==> config.mk <==
export PLATFORM = sky130hd
export DESIGN_NAME = frac_baud_gen_flat
export DESIGN_NICKNAME = d
export VERILOG_FILES = /design/src/rtl/frac_baud_gen_if.sv /design/src/rtl/frac_baud_gen.sv /design/src/flat_wrapper.sv
export SDC_FILE = /design/constraint.sdc
export NUM_CORES = 1
export LEC_CHECK = 0
export BUFFER_PORTS_ARGS = -buffer_cell sky130_fd_sc_hd__buf_2
export CAP_MARGIN = 30
export CORE_MARGIN = 4
export CORE_UTILIZATION = 39
export CTS_CLUSTER_SIZE = 40
export DETAILED_ROUTE_END_ITERATION = 10
export PLACE_DENSITY_LB_ADDON = 0.3
export SETUP_SLACK_MARGIN = 0.15
export SYNTH_ARGS = -nofsm -noshare
export SYNTH_HDL_FRONTEND = slang
export SYNTH_SLANG_ARGS = --single-unit
==> constraint.sdc <==
create_clock -name clk -period 3.8 [get_ports clk]
set_input_delay 0.19 -clock clk [delete_from_list [all_inputs] [get_ports clk]]
set_output_delay 0.19 -clock clk [all_outputs]
set_load 0.05 [all_outputs]
==> src/rtl/frac_baud_gen_if.sv <==
// frac_baud_gen_if: divisor configuration handshake for the fractional baud generator
interface frac_baud_gen_if #(
   parameter int DIV_W  = 16,
   parameter int FRAC_W = 4
);
   logic              cfg_valid;
   logic              cfg_ready;
   logic [DIV_W-1:0]  cfg_div;
   logic [FRAC_W-1:0] cfg_frac;
   logic              cfg_err;
   modport master (output cfg_valid, cfg_div, cfg_frac, input cfg_ready, cfg_err);
   modport slave  (input cfg_valid, cfg_div, cfg_frac, output cfg_ready, cfg_err);
endinterface

==> src/rtl/frac_baud_gen.sv <==
// frac_baud_gen: fractional-N UART baud generator emitting oversample ticks, bit ticks and phase
module frac_baud_gen #(
   parameter int DIV_W        = 16,
   parameter int FRAC_W       = 4,
   parameter int OVERSAMPLING = 16,
   parameter int DEFAULT_DIV  = 27,
   parameter int DEFAULT_FRAC = 2,
   localparam int PH_W = OVERSAMPLING > 1 ? $clog2(OVERSAMPLING) : 1
) (
   input  logic            clk,
   input  logic            rst_n,
   input  logic            enable,
   input  logic            sync,
   frac_baud_gen_if.slave  cfg,
   output logic            os_tick,
   output logic            bit_tick,
   output logic [PH_W-1:0] os_phase
);
   localparam logic [PH_W-1:0] PH_LAST = PH_W'(OVERSAMPLING - 1);
   localparam logic [DIV_W:0]  ONE     = (DIV_W + 1)'(1);
   logic [DIV_W-1:0]  div, cnt, sh_div;
   logic [FRAC_W-1:0] frac, acc, sh_frac;
   logic              carry, pending, term, apply, accept;
   logic [DIV_W:0]    cnt_inc, per;
   logic [FRAC_W:0]   sum;
   assign cnt_inc = {1'b0, cnt} + ONE;
   assign per     = {1'b0, div} + {{DIV_W{1'b0}}, carry};
   // >= rather than == so a smaller divisor applied while frozen still terminates
   assign term    = cnt_inc >= per;
   assign sum     = {1'b0, acc} + {1'b0, frac};
   assign accept  = cfg.cfg_valid && !pending;
   assign apply   = pending && (sync || !enable || term);
   assign cfg.cfg_ready = !pending;
   always_ff @(posedge clk or negedge rst_n)
      if (!rst_n) begin
         div         <= DIV_W'(DEFAULT_DIV);
         frac        <= FRAC_W'(DEFAULT_FRAC);
         sh_div      <= DIV_W'(DEFAULT_DIV);
         sh_frac     <= FRAC_W'(DEFAULT_FRAC);
         cnt         <= '0;
         acc         <= '0;
         carry       <= 1'b0;
         pending     <= 1'b0;
         os_phase    <= '0;
         os_tick     <= 1'b0;
         bit_tick    <= 1'b0;
         cfg.cfg_err <= 1'b0;
      end else begin
         os_tick     <= 1'b0;
         bit_tick    <= 1'b0;
         cfg.cfg_err <= accept && cfg.cfg_div < DIV_W'(2);
         if (accept && cfg.cfg_div >= DIV_W'(2)) begin
            sh_div  <= cfg.cfg_div;
            sh_frac <= cfg.cfg_frac;
            pending <= 1'b1;
         end
         if (sync) begin
            cnt      <= '0;
            acc      <= '0;
            carry    <= 1'b0;
            os_phase <= '0;
         end else if (enable) begin
            cnt <= term ? '0 : cnt_inc[DIV_W-1:0];
            if (term) begin
               os_tick  <= 1'b1;
               bit_tick <= os_phase == PH_LAST;
               os_phase <= os_phase == PH_LAST ? '0 : os_phase + PH_W'(1);
               acc      <= sum[FRAC_W-1:0];
               carry    <= sum[FRAC_W];
            end
         end
         if (apply) begin
            div     <= sh_div;
            frac    <= sh_frac;
            acc     <= '0;
            carry   <= 1'b0;
            pending <= 1'b0;
         end
      end
endmodule

==> src/flat_wrapper.sv <==
// flat-port wrapper written by rule: the top's interface ports become plain ports
module frac_baud_gen_flat 
#(
   parameter int DIV_W        = 16,
   parameter int FRAC_W       = 4,
   parameter int OVERSAMPLING = 16,
   parameter int DEFAULT_DIV  = 27,
   parameter int DEFAULT_FRAC = 2,
   localparam int PH_W = OVERSAMPLING > 1 ? $clog2(OVERSAMPLING) : 1
)
  (clk, rst_n, enable, sync, os_tick, bit_tick, os_phase, cfg_cfg_valid, cfg_cfg_div, cfg_cfg_frac, cfg_cfg_ready, cfg_cfg_err);
  frac_baud_gen_if #(.DIV_W(DIV_W), .FRAC_W(FRAC_W)) cfg_i ();
  input  logic clk;
  input  logic rst_n;
  input  logic enable;
  input  logic sync;
  output logic os_tick;
  output logic bit_tick;
  output logic [PH_W-1:0] os_phase;
  input wire logic [$bits(cfg_i.cfg_valid)-1:0] cfg_cfg_valid;
  input wire logic [$bits(cfg_i.cfg_div)-1:0] cfg_cfg_div;
  input wire logic [$bits(cfg_i.cfg_frac)-1:0] cfg_cfg_frac;
  output wire logic [$bits(cfg_i.cfg_ready)-1:0] cfg_cfg_ready;
  output wire logic [$bits(cfg_i.cfg_err)-1:0] cfg_cfg_err;
  assign cfg_i.cfg_valid = cfg_cfg_valid;
  assign cfg_i.cfg_div = cfg_cfg_div;
  assign cfg_i.cfg_frac = cfg_cfg_frac;
  assign cfg_cfg_ready = cfg_i.cfg_ready;
  assign cfg_cfg_err = cfg_i.cfg_err;
  frac_baud_gen #(.DIV_W(DIV_W), .FRAC_W(FRAC_W), .OVERSAMPLING(OVERSAMPLING), .DEFAULT_DIV(DEFAULT_DIV), .DEFAULT_FRAC(DEFAULT_FRAC)) u_core (.clk(clk), .rst_n(rst_n), .enable(enable), .sync(sync), .cfg(cfg_i), .os_tick(os_tick), .bit_tick(bit_tick), .os_phase(os_phase));
endmodule
======== Word-level counts from Yosys, hierarchy flattened ========
Index checks and enable logic that the tools add are counted.
word-level totals
  bits in latches ......................... 0
  input port bits ......................... 25
  output and inout bits ................... 8
  bits in writable memories ............... 0
  word-level logic and storage cells ...... 58
  memory bits (read-only) ................. 0
  register bits after elaboration ......... 69
  memories kept ........................... 0
cells by class
  $lt $le $gt $ge ......................... 3
  reductions and logical operators ........ 15
  shift operators ......................... 0
  $mul .................................... 0
  bitwise logic cells ..................... 0
  muxes and demuxes ....................... 23
  $add $sub $neg .......................... 4
  equal/unequal tests ..................... 1
  divide/modulo/power cells ............... 0
operators with widths
  cell                                                                number
  two-way mux 16 bit                                                  3
  two-way mux 4 bit                                                   8
  adder 16 x 1 -> 17 bit                                              1
  adder 16 x 1 -> 17 bit, second input constant                       1
  greater-or-equal comparator 17 bit                                  1
  greater-or-equal comparator 16 x 2 -> 1 bit, second input constant  1
  less-than comparator 16 x 2 -> 1 bit, second input constant         1
  two-way mux 1 bit                                                   12
  nonzero test 2 bit                                                  3
  nonzero test 3 bit                                                  2
  adder 4 x 4 -> 5 bit                                                1
  adder 4 x 1 -> 4 bit, second input constant                         1
  == test 4 bit, second input constant                                1
  logical AND 1 bit                                                   4
  AND reduction 2 bit                                                 2
  zero test 1 bit                                                     2
  logical OR 1 bit                                                    2

======== Longest topological paths before layout ========
Gate-level depths: netlist of the first run.
  depth after elaboration ................. 6
  mapped depth ............................ 16
  mapped depth without buffers ............ 13

======== Worst setup path before layout of the first run ========
No wires, ideal clock.
  path type ............................... flip-flop to flip-flop
  start ................................... register u_core.cnt[0]
  end ..................................... register u_core.div[2]
  buffers on the path ..................... 2
  cell stages (with the launch flop) ...... 16
  setup time .............................. 0.127 ns
  slack ................................... 0.053 ns
  period minus slack after synthesis ...... 3.747 ns
  arrival time ............................ 3.620 ns
  data required time ...................... 3.673 ns
  path through ............................ dfrtp_1 -> ha_1 -> nand4_1 -> nor3_1 -> and3_1 -> clkbuf_1 -> nand3_1 -> xnor2_1 -> ha_1 -> a211oi_1 -> nor2_1 -> or3_1 -> a2111oi_2 -> nand2b_1 -> buf_6 -> mux2_1
between the ends
  cells in the longest elaborated chain, start to end .. 4
ends and longest elaborated chain
  what                                RTL line             RTL
  from (decl)                         frac_baud_gen.sv:21  logic [DIV_W-1:0] div, cnt, sh_div;
  from (signal assigned)              frac_baud_gen.sv:63  cnt <= term ? '0 : cnt_inc[DIV_W-1:0];
  adder 16 x 1 -> 17 bit              frac_baud_gen.sv:26  assign cnt_inc = {1'b0, cnt} + ONE;
  greater-or-equal comparator 17 bit  frac_baud_gen.sv:29  assign term = cnt_inc >= per;
  logical OR 1 bit                    frac_baud_gen.sv:32  assign apply = pending && (sync || !enable || term);
  logical AND 1 bit                   frac_baud_gen.sv:32
  to (signal assigned)                frac_baud_gen.sv:36  div <= DIV_W'(DEFAULT_DIV);
  to (signal assigned)                frac_baud_gen.sv:73  div <= sh_div;
  to (decl)                           frac_baud_gen.sv:21
No other way between the ends.
A chain may end at the register's enable or synchronous reset.

======== Worst setup path after layout of the first run ========
  start ................................... register u_core.cnt[0]
  end ..................................... register u_core.div[11]
Same word-level chain as after synthesis.

==> impl_metrics.ini, run 1 <==
[clock_tree]
cts-root-buf = clkbuf_8
clk-insertion-delay-late_ns = 0.35
cts.path.max_buffers = 2
cts_tree = done
cts_buffers = 9
path_clk_slew_ns = 0.08
h-tree-depth = 3
cts.sinks = 69

[setup_path]
cp_top_family = simple AND/OR/NAND/NOR gates
arrival_ns = 3.85
cp-end-kind = flip-flop
reg2reg_depth = 14
r2r_slack_ns = 0.18
cpMaxStageDelayCell = dfrtp_1
worstPathMaxFanout = 10
crit_path_start_kind = flip-flop
reg2reg_to = u_core.div[11]$_DFFE_PN0N_
crit_type = flip-flop to flip-flop
worstReg2RegStart = u_core.cnt[0]$_DFFE_PN0P_
critPathMaxStageDelay_ns = 0.42
worst_ep_required_time_ns = 4.02
cp.buffers_inverters = 1
crit_chain = ha_2, nand4_1, nor3_2, and3_4, nand3_2, xnor2_1, ha_1, a211oi_2, nor2_1, or3_4, a2111oi_4, nand2b_4, clkbuf_16, mux2_1

[yosys]
synth_edf_count = 0
syn_avg_cell_area_sq_um = 11.4
ys_seq_elements = 69
synth.distinct_cells = 45
async_flop_share = 1.00
syn-cell-area_sq_mm = 0.00375
syn_nets = 380
ys_warn_count = 0
synthCells = 329
ys.flop_type = dfrtp_1
seq_area_frac_synth = 0.463

[flow_run]
drv_cap = 0

[global_route]
antenna_found_initial = 0
grt_max_degree = 29
grt_overflow = 0
grt_usage = 0.142
first_global_vias = 2665
grt_pass1_wl_microns = 12800

[detailed_routing]
routed_wl_microns = 7690
drtIter0Drc = 125
drc = 0
dr.pass1.iters = 4
vias = 2650
viasPerCell = 5.19
postRouteAntennaNets = 0
wl_per_cell_microns = 15.0

[power_and_ir_drop]
p_leak_uw = 0.00206
ir_drop_v = 0.000302
p_per_area_mw_per_mm2 = 473

[cells_and_area]
n_antenna_cell = 0
nets = 428
final_layout_size_suffix_gt1_frac = 0.264
final_util = 0.485
final_cells = 511
syn_to_final_growth_pct = 20.0

[die]
ios = 33
die_area_sq_mm = 0.0113
core_sq_mm = 0.00928
die_h_microns = 106
rows = 35
die_w_microns = 106
start_util = 0.404

[sta]
finalMaxSlewViolations = 0
fmax_mhz = 276
finClkSkew_ns = 0.0113
fin_setup_tns_ns = 0
rsz0062_at_grt = yes
setup_viol = 0
worst_pin_slew_ns = 0.955
slew_headroom = 0.363
finalHoldViolCount = 0
fin_crit_sh = 0.954
fin_crit_ns = 3.62

[placed_design]
place_hpwl_microns = 5570
finalWeightedCongestion = 0.729
port_buffers = 32
dp_cells = 485

[hold_path]
min_to = u_core.sh_frac[3]$_DFFE_PN0P_
worstHoldPathType = input port to flip-flop
min_from = cfg_cfg_frac[3]
min_path_cells = 2

[status]
outcome = complete, no violations
==> cells by family after synthesis <==
| family | share of synthesized area |
|---|---|
| buffers and inverters | 0.0253 |
| xor gates and xnor gates | 0.0700 |
| muxes | 0.126 |
| AOI/OAI and AO/OA | 0.106 |
| adders and majority gates | 0.0887 |
| and+or+nand+nor | 0.121 |
| DFF | 0.463 |
==> layout make-up <==
| class | count | area, sq um |
|---|---|---|
| Tap cell | 129 | 161 |
| Clock buffer | 9 | 124 |
| Timing Repair Buffer | 50 | 358 |
| Fill cell | 860 | 4780 |
| Multi-Input combinational cell | 242 | 1980 |
| Inverter | 5 | 18.8 |
| Sequential cell | 69 | 1740 |
| Clock inverter | 7 | 121 |
==> stage by stage <==
step	total power (uW)	hold WS [ns]	cell area (sq um)	setup WS (ns)
after floorplan	1240	-0.106	3760	0.195
after global placement	1350	0.408	4080	0.217
after global routing	2250	0.0582	4500	0.00267
after detailed placement	1380	0.212	4100	0.114
after CTS	2120	0.0428	4370	0.153
final	2130	0.0548	4500	0.176
==> worst max-delay path by stage <==
stage / startpoint / endpoint / slack [ns] / cells after the start
after global routing: u_core.div[0]$_DFFE_PN1N_ / u_core.div[13]$_DFFE_PN0N_ / 0.003 / 13
final: u_core.cnt[0]$_DFFE_PN0P_ / u_core.div[11]$_DFFE_PN0N_ / 0.18 / 14
after CTS: u_core.cnt[0]$_DFFE_PN0P_ / u_core.div[15]$_DFFE_PN0N_ / 0.15 / 14
after detailed placement: u_core.div[0]$_DFFE_PN1N_ / u_core.div[6]$_DFFE_PN0N_ / 0.11 / 13
after floorplan: u_core.cnt[0]$_DFFE_PN0P_ / u_core.div[2]$_DFFE_PN0N_ / 0.20 / 15
after global placement: u_core.div[0]$_DFFE_PN1N_ / u_core.div[7]$_DFFE_PN0N_ / 0.22 / 13
==> power breakdown <==
group          internal [uW]  leakage (uW)  switching (uW)
sequential               878      0.000858             117
clock                    439      0.000124             300
combinational            210       0.00108             187
total                   1530       0.00206             605
==> sequential cells by signal, summed over array words and instances, names as in the netlist <==
name and flops:
u_core.acc 4, u_core.bit_tick 1, u_core.carry 1, u_core.cfg.cfg_err 1, u_core.cnt 16, u_core.div 16, u_core.frac 4, u_core.os_phase 4
u_core.os_tick 1, u_core.pending 1, u_core.sh_div 16, u_core.sh_frac 4
==> cell usage after synthesis, types with 3 or more instances <==
cell,n,share of area
nand2_1,18,0.018
nand4_1,6,0.010
a21oi_1,18,0.024
dfrtp_1,59,0.39
nor3_1,4,0.0053
mux2_1,29,0.087
o21ai_0,4,0.0053
and4_1,3,0.0070
a31oi_1,8,0.013
xor2_1,21,0.049
nand2b_1,6,0.010
a22o_1,12,0.028
nand3_1,16,0.021
dfstp_2,10,0.070
mux2_2,12,0.036
nor2_1,10,0.010
ha_1,25,0.083
nor4_1,3,0.0050
inv_1,5,0.0050
clkbuf_1,8,0.0080
buf_6,3,0.0090
and3_1,12,0.020
xnor2_1,9,0.021
==> placed cells by master (no fill, tap or decap), types with 4 or more instances in the layout <==
| cell | n |
|---|---|
| clkbuf_8 | 9 |
| nand4_1 | 6 |
| mux2_1 | 28 |
| xor2_1 | 21 |
| a22o_1 | 12 |
| mux2_2 | 12 |
| xnor2_1 | 9 |
| nand2_1 | 18 |
| a31oi_1 | 8 |
| buf_2 | 32 |
| dfstp_2 | 10 |
| o21ai_0 | 4 |
| ha_1 | 22 |
| nand2b_1 | 5 |
| nand3_1 | 15 |
| dfrtp_1 | 59 |
| nor2_1 | 10 |
| and3_1 | 10 |
| a21oi_1 | 18 |
| buf_4 | 13 |
| inv_1 | 5 |
==> what timing repair did <==
action                                 4_1_cts  5_1_grt
endpoints found under the hold margin       16        0
cloned                                       0        2
gates resized for setup                      2       10
setup buffers                                0        7
pin swaps                                    1        4
hold buffers                                 1        0
setup endpoints to repair                   20       43
==> per-layer routing <==
metal  GRT usage  routed length, microns  share of wire  vias to the layer above
met5           0                       0              0                        -
met4      0.0435                      95          0.012                        0
met3      0.0346                     246          0.032                        8
met2       0.226                    3730           0.48                       40
met1       0.192                    3620           0.47                     1298
li1            -                       -              -                     1304
No activity file was read; power rests on OpenSTA's default activity.
==> run 2: changes to the inputs <==
--- a/config.mk
+++ b/config.mk
@@ -5,12 +5,11 @@
 export SDC_FILE = /design/constraint.sdc
 export NUM_CORES = 1
 export LEC_CHECK = 0
-export BUFFER_PORTS_ARGS = -buffer_cell sky130_fd_sc_hd__buf_2
 export CAP_MARGIN = 30
-export CORE_MARGIN = 4
 export CORE_UTILIZATION = 39
 export CTS_CLUSTER_SIZE = 40
 export DETAILED_ROUTE_END_ITERATION = 10
+export DONT_BUFFER_PORTS = 1
 export PLACE_DENSITY_LB_ADDON = 0.3
 export SETUP_SLACK_MARGIN = 0.15
 export SYNTH_ARGS = -nofsm -noshare
==> impl_metrics.ini, run 2 (same netlist as run 1, synthesis figures left out) <==
[detailed_routing]
wl_per_cell_microns = 15.1
postRouteAntennaNets = 0
dr.pass1.iters = 4
routed_wl_microns = 7650
drtIter0Drc = 58
drc = 0
viasPerCell = 5.23
vias = 2645

[clock_tree]
path_clk_slew_ns = 0.08
h-tree-depth = 3
cts-root-buf = clkbuf_8
clk-insertion-delay-late_ns = 0.35
cts.path.max_buffers = 2
cts_buffers = 9
cts_tree = done
cts.sinks = 69

[global_route]
grt_usage = 0.160
antenna_found_initial = 0
grt_pass1_wl_microns = 12400
grt_max_degree = 70
grt_overflow = 0
first_global_vias = 2509

[power_and_ir_drop]
p_switching_uw = 596
ir_drop_v = 0.000289
seqPwrFrac = 0.497
swShare = 0.298
p_leak_uw = 0.00202
combPwrFrac = 0.201
p_total_uw = 2000
p_per_area_mw_per_mm2 = 436
internal_power_uw = 1400
clkPwrFrac = 0.302

[die]
core_sq_mm = 0.00928
ios = 33
die_h_microns = 100
die_area_sq_mm = 0.0100
die_w_microns = 100
start_util = 0.404
rows = 35

[status]
outcome = complete, no violations

[cells_and_area]
final_area_sq_mm = 0.00459
syn_to_final_growth_pct = 22.4
final_common_cell = dfrtp_1
final_util = 0.495
reg_top3 = u_core.cnt: 16 flops, u_core.div: 16 flops, u_core.sh_div: 16 flops
nets = 423
final_layout_size_suffix_gt1_frac = 0.210
n_antenna_cell = 0
final_cell_mix = dfrtp_1 (57), mux2_1 (29), dlygate4sd3_1 (23)

[sta]
fin_crit_sh = 0.944
finalMaxSlewViolations = 0
rsz0062_at_grt = yes
finalHoldViolCount = 0
setup_viol = 0
finClkSkew_ns = 0.00655
fin_crit_ns = 3.59
slew_headroom = 0.375
worst_pin_slew_ns = 0.937
fmax_mhz = 279

[setup_path]
worstPathMaxFanout = 10
cpMaxStageDelayCell = or3_4
arrival_ns = 3.82
crit_path_start_kind = flip-flop
cp-end-kind = flip-flop
crit_type = flip-flop to flip-flop
critPathMaxStageDelay_ns = 0.41
worst_ep_required_time_ns = 4.04
crit_chain = ha_2, nand4_1, nor3_2, and3_4, nand3_2, xnor2_2, ha_1, a211oi_2, nor2_1, or3_4, a2111oi_4, nand2b_4, buf_12, mux2_1

[placed_design]
place_hpwl_microns = 5040
finalWeightedCongestion = 0.767
placed_area_sq_mm = 0.00392
port_buffers = 0

[flow_run]
drv_cap = 0

[hold_path]
worstHoldPathType = input port to flip-flop
[run 2: through the flow]
| step | setup TNS (ns) | hold WS (ns) | setup slack [ns] | cells |
|---|---|---|---|---|
| 2_1_floorplan | 0 | -0.106 | 0.195 | 329 |
| 3_3_place_gp | 0 | -0.104 | 0.212 | 452 |
| 3_5_place_dp | 0 | -0.104 | 0.102 | 452 |
| 4_1_cts | 0 | 0.00930 | 0.178 | 491 |
| 5_1_grt | -0.0128 | 0.0889 | -0.00659 | 506 |
| 6_report | 0 | 0.0809 | 0.211 | 506 |
[run 2: cell type report]
cell class                 count  area, sq um
fill                         850         4690
sequential                    69         1740
multi-input combinational    242         2020
tap                          129          161
timing repair buffer          45          449
inverter                       5         18.8
clock buffer                   9          124
clock inverter                 7         73.8
[run 2: layer usage]
layer / routed length (microns) / vias to the layer above / global-route usage / part of all wire
met5: 0 / - / 0 / 0
li1: - / 1297 / - / -
met3: 251 / 14 / 0.0418 / 0.033
met2: 3740 / 47 / 0.239 / 0.49
met4: 191 / 0 / 0.0736 / 0.025
met1: 3470 / 1287 / 0.218 / 0.45
[run 2: final timing paths]
path,from,to,slack [ns],cells past startpoint
max,u_core.cnt[1]$_DFFE_PN0P_,u_core.div[6]$_DFFE_PN0N_,0.21,14
max in group asynchronous,rst_n,u_core.sh_frac[1]$_DFFE_PN1P_,3.10,2
min in group asynchronous,rst_n,u_core.sh_div[2]$_DFFE_PN0P_,0.36,2
min reg2reg,u_core.sh_frac[3]$_DFFE_PN0P_,u_core.sh_frac[3]$_DFFE_PN0P_,0.48,1
min,sync,u_core.acc[3]$_DFFE_PN0P_,0.08,3
max reg2reg,u_core.cnt[1]$_DFFE_PN0P_,u_core.div[6]$_DFFE_PN0N_,0.21,14
[run 2: timing repair]
action	CTS	global route
gates cloned	0	2
buffers inserted	0	12
hold buffers	23	1
endpoints found under the setup margin	20	28
endpoints found under the hold margin	90	1
pin swaps	1	8
resized for setup	1	19
[run 2: worst max-delay path, delay by kind of cell, from the launching register on]
kind	cells	cell delay, ns
AND/OR/NAND/NOR	7	1.48
adder cells (fa/ha/maj)	2	0.51
AO/OA/AOI/OAI	2	0.44
flip-flops	1	0.40
multiplexers	1	0.33
XOR/XNOR	1	0.16
buffers and inverters	1	0.14
[run 2: power by group through the flow]
stage	combinational, uW	clock [uW]	sequential, uW
2_1_floorplan	283	0	961
3_3_place_gp	317	0	999
3_5_place_dp	334	0	1000
4_1_cts	372	624	990
5_1_grt	459	660	1020
6_report	402	604	995
